`src/rtl/fetch_queue.sv`:
```
// Fetch queue: circular buffer of fetch groups between the IFU and decode.
// Define FETCH_QUEUE_BYPASS_EN to pass a group straight through an empty queue.
`ifndef FETCH_WIDTH
`define FETCH_WIDTH 1
`endif
`ifndef INST_ADDR_WIDTH
`define INST_ADDR_WIDTH 32
`endif

module fq_entry #(
   parameter int W = 32
) (
   input  logic         clk,
   input  logic         reset,
   input  logic         we,
   input  logic [W-1:0] d,
   output logic [W-1:0] q
);
   always_ff @(posedge clk or negedge reset) begin
      if (!reset)  q <= '0;
      else if (we) q <= d;
   end
endmodule

module fetch_queue #(
   parameter int FETCH_WIDTH = `FETCH_WIDTH,
   parameter int ADDR_WIDTH  = `INST_ADDR_WIDTH,
   parameter int DEPTH       = 4
) (
   input  logic                       clk,
   input  logic                       reset,
   input  logic                       in_valid,
   input  logic [32*FETCH_WIDTH-1:0]  in_instr,
   input  logic [ADDR_WIDTH-1:0]      in_pc,
   input  logic [ADDR_WIDTH-1:0]      in_pc_plus_4,
   output logic                       stall,
   input  logic                       flush,
   output logic                       out_valid,
   input  logic                       out_ready,
   output logic [32*FETCH_WIDTH-1:0]  out_instr,
   output logic [ADDR_WIDTH-1:0]      out_pc,
   output logic [ADDR_WIDTH-1:0]      out_pc_plus_4,
   output logic [$clog2(DEPTH):0]     count
);
   localparam int PW = $clog2(DEPTH);
   localparam int CW = PW + 1;
   localparam int IW = 32 * FETCH_WIDTH;
   localparam int EW = IW + 2 * ADDR_WIDTH;

   typedef struct packed {
      logic [IW-1:0]         instr;
      logic [ADDR_WIDTH-1:0] pc;
      logic [ADDR_WIDTH-1:0] pc_plus_4;
   } grp_t;

   grp_t            in_grp, head;
   grp_t            mem [DEPTH];
   logic [PW-1:0]   wr_ptr, rd_ptr;
   logic [CW-1:0]   cnt;
   logic            byp, full, push, pop;

   assign in_grp = '{instr: in_instr, pc: in_pc, pc_plus_4: in_pc_plus_4};

`ifdef FETCH_QUEUE_BYPASS_EN
   assign byp = (cnt == '0) && in_valid && !flush;
`else
   assign byp = 1'b0;
`endif

   // pop only counts stored groups, so stall never depends on in_valid/in_*
   assign full  = (cnt == CW'(DEPTH));
   assign pop   = (cnt != '0) && out_ready;
   assign stall = full && !pop;
   assign push  = in_valid && !stall && !flush && !(byp && out_ready);

   for (genvar i = 0; i < DEPTH; i++) begin : g_ent
      fq_entry #(.W(EW)) u_ent (
         .clk   (clk),
         .reset (reset),
         .we    (push && (wr_ptr == PW'(i))),
         .d     (in_grp),
         .q     (mem[i])
      );
   end

   always_ff @(posedge clk or negedge reset) begin
      if (!reset) begin
         wr_ptr <= '0;
         rd_ptr <= '0;
         cnt    <= '0;
      end else if (flush) begin
         wr_ptr <= '0;
         rd_ptr <= '0;
         cnt    <= '0;
      end else begin
         if (push) wr_ptr <= wr_ptr + PW'(1);
         if (pop)  rd_ptr <= rd_ptr + PW'(1);
         cnt <= cnt + CW'(push) - CW'(pop);
      end
   end

   assign head          = byp ? in_grp : mem[rd_ptr];
   assign out_valid     = (cnt != '0) || byp;
   assign out_instr     = head.instr;
   assign out_pc        = head.pc;
   assign out_pc_plus_4 = head.pc_plus_4;
   assign count         = cnt;
endmodule

```
`config.mk`:
```
export PLATFORM = sky130hd
export DESIGN_NAME = fetch_queue
export DESIGN_NICKNAME = d
export VERILOG_FILES = /design/src/rtl/fetch_queue.sv
export SDC_FILE = /design/constraint.sdc
export NUM_CORES = 1
export LEC_CHECK = 0
export ABC_AREA = 0
export BUFFER_PORTS_ARGS = -buffer_cell sky130_fd_sc_hd__buf_2
export CELL_PAD_IN_SITES_DETAIL_PLACEMENT = 0
export CELL_PAD_IN_SITES_GLOBAL_PLACEMENT = 1
export CORE_MARGIN = 3
export CORE_UTILIZATION = 35
export CTS_BUF_LIST = sky130_fd_sc_hd__clkbuf_2 sky130_fd_sc_hd__clkbuf_4 sky130_fd_sc_hd__clkbuf_8
export DETAILED_ROUTE_END_ITERATION = 16
export PLACE_DENSITY_LB_ADDON = 0.1
export SLEW_MARGIN = 30
export SYNTH_ARGS = -nofsm -noshare
export SYNTH_HDL_FRONTEND = slang
export SYNTH_HIERARCHICAL = 1
export SYNTH_SLANG_ARGS = --single-unit
```
`constraint.sdc`:
```
create_clock -name clk -period 2.5 [get_ports clk]
set_input_delay 0.125 -clock clk [delete_from_list [all_inputs] [get_ports clk]]
set_output_delay 0.125 -clock clk [all_outputs]
set_load 0.05 [all_outputs]
```
Word level (Yosys, flattened, before mapping)
Cells that the tools add are included.

word-level totals
  bits in registers = 391
  word-level logic and storage cells = 40

operators by class
  add/subtract/negate cells = 4
  muxes and demuxes = 8
  reductions and logical operators = 15
  magnitude comparators = 1
  bitwise operators = 1
  equal/unequal tests = 4

operators with widths
  operator                                                                count
  96-bit binary-select mux with 2-bit select                              1
  96-bit 2-to-1 mux                                                       2
  1-bit logical AND                                                       8
  2-bit 2-to-1 mux                                                        4
  2-bit by 1-bit adder with 2-bit output (second input constant)          2
  2-bit equality test (second input constant)                             2
  2-bit nonzero test                                                      2
  3-bit by 1-bit adder with 3-bit output                                  1
  3-bit equality test (second input constant)                             1
  3-bit >= comparator (second input constant)                             1
  1-bit logical NOT                                                       3
  3-bit 2-to-1 mux                                                        1
  2-bit NOT with 3-bit output                                             1
  3-bit nonzero test                                                      1
  3-bit by 1-bit subtractor with 3-bit output                             1
  2-bit by 1-bit equality test with 1-bit output (second input constant)  1
  2-bit logical NOT                                                       1

Logic depth before layout (Yosys ltp)
  word-level depth = 10
  depth in mapped cells = 10
  gate-level depth less buffers = 10

Hierarchy
Netlist, hierarchy kept.

by module, submodules not included
  module       cells an instance  times used  sequential area each (sq um)  area each (sq um)
  fq_entry     203                4           2402.3                        3764.9
  fetch_queue  163                1           175.2                         2778.9

Worst setup path after synthesis
OpenSTA, ideal clock, no wires.

  kind = register to register
  start point = register cnt[2] (netlist: count[2])
  end point = register cnt[2] (netlist: count[2])
  required time = 2.369 ns
  cell stages (with the launch flop) = 11
  slack = -0.326 ns
  clock period less this slack = 2.826 ns
  buffers on the path = 0
  arrival time = 2.696 ns
  cells stage by stage = dfrtp_1 > nor4b_4 > nor3b_1 > inv_1 > ha_1 > inv_1 > ha_1 > inv_1 > fa_1 > xnor2_1 > nor2_1

on the way
  word-level cells in the longest chain between the ends = 10

ends and longest elaborated chain
  what                                             line  source
  start, declared                                  59    logic [CW-1:0] cnt;
  start signal, assigned                           98    cnt <= cnt + CW'(push) - CW'(pop);
  3-bit nonzero test                               72    assign pop = (cnt != '0) && out_ready;
  1-bit logical AND                                72
  1-bit logical NOT                                73    assign stall = full && !pop;
  1-bit logical AND (*)                            73
  via stall                                        36    output logic stall,
  1-bit logical NOT (*)                            74    assign push = in_valid && !stall && !flush && !(byp && out_ready);
  1-bit logical AND (*) (2 in a row)               74
  3-bit by 1-bit adder with 3-bit output (*)       98
  3-bit by 1-bit subtractor with 3-bit output (*)  98
  3-bit 2-to-1 mux (*)                             91    end else if (flush) begin

Mark *: on every way through the listed nets, which the timed path passes. The rest lies on a longest branch.
A chain may end at the register's enable or synchronous reset.

Worst setup path after layout
  start point = register rd_ptr[1]
  end point = output out_pc[27]

on the way
  word-level cells in the longest chain between the ends = 4

ends and longest elaborated chain
  what                                                  line  source
  start, declared                                       58    logic [PW-1:0] wr_ptr, rd_ptr;
  start signal, assigned                                97    if (pop) rd_ptr <= rd_ptr + PW'(1);
  2-bit NOT with 3-bit output (implied by the code)     102   assign head = byp ? in_grp : mem[rd_ptr];
  96-bit binary-select mux with 2-bit select            102
  96-bit 2-to-1 mux (implied by the code) (2 in a row)  102
  end, declared                                         41    output logic [ADDR_WIDTH-1:0] out_pc,

No other way between the ends. The select of a mux whose other input is x is not followed.

==> results <==
- The flow ran to the end, and the final reports show no timing, DRC or antenna violations.
- The internal power is 18290 uW.
- The cell row count is 82.
- The detailed router finished its first iteration with 406 violations.
- The count of maximum capacitance violations is 0.
- Timing analysis after detailed placement gives a worst setup slack of 252.0 ps.
- The largest single stage delay on the critical path is 510 ps.
- In the detailed route, the total length drawn on met2 is 19.98 mm.
- In the detailed route, the total length drawn on met3 is 2.200 mm.
- The first global-routing pass estimated 66.88 mm of wire.
- The routed wirelength normalized by instance count is 20.84 um.
- The yosys synthesis warning count is 6.
- The final hold slack is 30.33 ps.
- Summed over all instances, the cell type with the most area after synthesis is dfrtp_1.
- Relative to the synthesized area, the layout overhead comes to 24.93%.
- The number of global-route vias before repair is 11.14k.
- No sink is reached through more buffers than the 3 on the longest clock path.
- The largest clock skew in the final design is 16.94 ps.
- The number of nets produced by synthesis is 1083.
- At the pin with the least slew margin, the transition time is 616.5 ps.
- The all-layer global routing usage is 0.1615.
- The die is 231.8 um tall.
- Clock-pin slew was measured on the worst setup and hold paths at 60 ps.
- Port buffering added 201 buffers.
- The overall die width is 231.8 um.
- The initial antenna violation count is 1.
- The area fraction of the dominant cell type after synthesis is 0.5485.
- STA puts the critical path data required time at 2380 ps.
- After global routing the overflow that remains totals 0.
- VDD sags by at most 684.7 uV.
- Once placement finished, the instance area stood at 0.01959 mm2.
- The clock tree synthesis step divided the H-tree into 3 levels.
- The maximum number of pins on one net before global-route repair is 73.
- The placeable core region is 0.05027 mm2.
- Measured against its own limit, the worst slew margin works out to 0.5890.
- The summed instance area of the synthesized netlist is 0.01784 mm2.
- In this run, distinct cell masters in the synthesized netlist total 25.
- Once detail routing completed, the nets flagged for antenna violations numbered 0.
- The share of power burned in combinational logic is 0.439.
- Setup repair after global routing left no endpoint under its margin.
- The number of sinks handled by clock tree synthesis is 391.
- STA classifies the critical path endpoint as an output pin.
- The highest fanout seen on the critical path is 32.
- The number of max-slew violations in the final report is 0.
- The post-route met1 wirelength is 19.56 mm.
- The net count of the finished layout is 1433.
- Static timing analysis puts the maximum clock frequency at 418.7 MHz.
- In the post-synthesis netlist, the biggest area contributors are dfrtp_1 55%, mux2_2 14%, mux2_4 13%, mux4_2 12%, buf_12 1.9%.
- Of the total power, registers draw 0.351.
- TritonCTS built the clock tree.
- The number of CTS-inserted buffers is 73.
- The final cell area excluding filler cells is 0.02229 mm2.
- After synthesis, the mean cell area works out to 18.30 um2.
- The worst path setup slack after routing is 111.7 ps.
- The standard cell with the maximum stage delay on the critical path is buf_4.
- The ratio of final minimum period to clock period is 0.9553.
- The number of search-and-repair iterations in the first detailed-routing pass is 4.
- The switching share of power is 0.3768.
- The analysis attributes to cell leakage a power of 0.009899 uW.
- The post-detailed-route via-to-cell ratio is 4.810.
- For this run, design rule violations remaining after detail routing come to 0.
- Summing over every cut layer, the via total after detailed routing is 9841.
- For this block, the routed nets add up to 42.63 mm of wire.
- The ratio of cells with drive above 1 in the final layout is 0.6264.
- Power spread over the standard cell area amounts to 1317 mW/mm2.
- The switching power is 11060 uW.
- The register bit total from synthesis is 391.
- The data arrival time of the critical path is 2260 ps.
- Traced cell by cell, the critical path runs through buf_4 > mux4_2 > buf_2.
- The portion of the post-synthesis area used by sequential elements is 0.5485.
- The path class of the lowest-slack min-delay path is input pin to asynchronous set/reset pin.
- The wire-length estimate of the detail-placed layout is 25.38 mm.
- The cell chosen for the clock root is clkbuf_8.
- The clock reaches the later pin of the worst-skew pair after 640 ps.
- At the end of routability-driven placement, the weighted congestion stood at 0.7227.
- The highest metal layer with signal wires is met4.
- The clock period minus worst slack is 2388 ps.
- The type of element launching the critical path is a register.
- The number of hold violations in the final report was 0.
- The die outline area is 0.05371 mm2.
- Together, buffers and inverters on the worst path number 2.
- The I/O pin total is 202.
- The cell class contributing the biggest share of worst-path delay is buffers and inverters.
- The initial utilization of the core area, before any placement, comes to 0.3548.
- In the synthesized netlist, the number of instances is 975.
- The kind of critical path is register to output pin.
- The total setup violations reported at the end of the flow is 0.
- The share of total power in the clock network is 0.209.
-- logic make-up (layout without fill, tap and decap cells) --
kind of cell	after synthesis	after routing	synth area share
multiplexers	482	482	0.3985
XOR/XNOR	4	4	0.001964
adder cells (fa/ha/maj)	7	7	0.005331
buffers and inverters	72	470	0.03858
AND/OR/NAND/NOR	17	17	0.006172
flip-flops	391	391	0.5485
other	0	1	0
AO/OA/AOI/OAI	2	2	0.0009822
-- power groups by stage --
stage / registers [uW] / logic [uW] / clock network [uW]
after floorplan: 9980 / 9950 / 0
after global placement: 10400 / 12200 / 0
after detailed placement: 10400 / 12300 / 0
after CTS: 10300 / 12900 / 6450
after global routing: 10600 / 13600 / 6750
final: 10300 / 12900 / 6150
-- path summary, 6_finish.rpt --
check | slack [ps] | end | start | cells after the start
max | 110 | out_pc[27] | rd_ptr[1] | 3
min | 30 | g_ent[1].u_ent/q[83] | reset | 2
max reg2reg | 240 | count[1] | count[0] | 10
min reg2reg | 500 | g_ent[3].u_ent/q[40] | g_ent[3].u_ent/q[40] | 1
max in group asynchronous | 1610 | g_ent[3].u_ent/q[35] | reset | 3
min in group clk | 300 | g_ent[2].u_ent/q[42] | in_pc[10] | 3
-- stage by stage --
stage                     TNS (ps)  instances  power, uW    util
after detailed placement         0       1818      22710  0.3896
after global routing             0       2045      30980  0.4432
after global placement           0       1818      22610  0.3896
final                            0       2046      29340  0.4433
after floorplan             -249.6        975      19930       -
after CTS                    -1110       2042      29720  0.4416
-- registers in the layout (all words and copies together), names as in the netlist --
register,count
g_ent.u_ent/q,384
count,3
rd_ptr,2
wr_ptr,2
-- Yosys cell counts --
cell type  number
buf_4           1
nor4b_4         1
nor2_1          6
buf_6           7
fa_1            1
o31a_1          1
buf_12         17
mux4_2         96
nor3b_1         1
and2_1          4
o311ai_0        1
nand2b_1        2
inv_1           5
clkbuf_1        6
buf_2          32
mux2_4        160
mux2i_1         1
or3_1           1
ha_1            6
dfrtp_1       391
xnor2_1         2
nor2b_1         2
xor2_1          2
mux2_2        225
buf_8           4
-- timing repair --
| action | in CTS | in global routing |
|---|---|---|
| resized for setup | 54 | 4 |
| cloned | 0 | 1 |
| setup buffers | 1 | 2 |
| hold buffers | 100 | 0 |
| endpoints found under the setup margin | 89 | 80 |
| hold endpoints to repair | 782 | 0 |
-- final cells by class --
type / instances / area [um2]
antenna: 1 / 2.502
timing repair buffer: 342 / 2800
clock inverter: 18 / 108.9
fill: 4598 / 27990
sequential: 391 / 9796
tap: 672 / 840.8
multi-input combinational: 512 / 7386
inverter: 5 / 18.77
clock buffer: 105 / 1333
-- cells in the final DEF, fill, tap and decap left out, types with 3 or more instances in the layout --
master and instances:
clkinv_2 12, dfrtp_2 3, clkbuf_8 87, dlygate4sd3_1 100, clkinvlp_4 3, nor2_1 6
buf_12 21, ha_1 5, inv_1 4, buf_4 25, mux2_4 160, buf_8 3
clkbuf_4 18, buf_6 22, mux2_2 225, inv_6 3, mux4_2 96, dfrtp_1 386
buf_2 169, and2_4 4
-- routing by layer --
metal / up-vias / track usage
li1: 4340 / -
met1: 5252 / 0.2186
met2: 179 / 0.2519
met3: 70 / 0.04907
met4: 0 / 0.04667
met5: - / 0
Note: power is estimated with default switching activity, not from simulation.
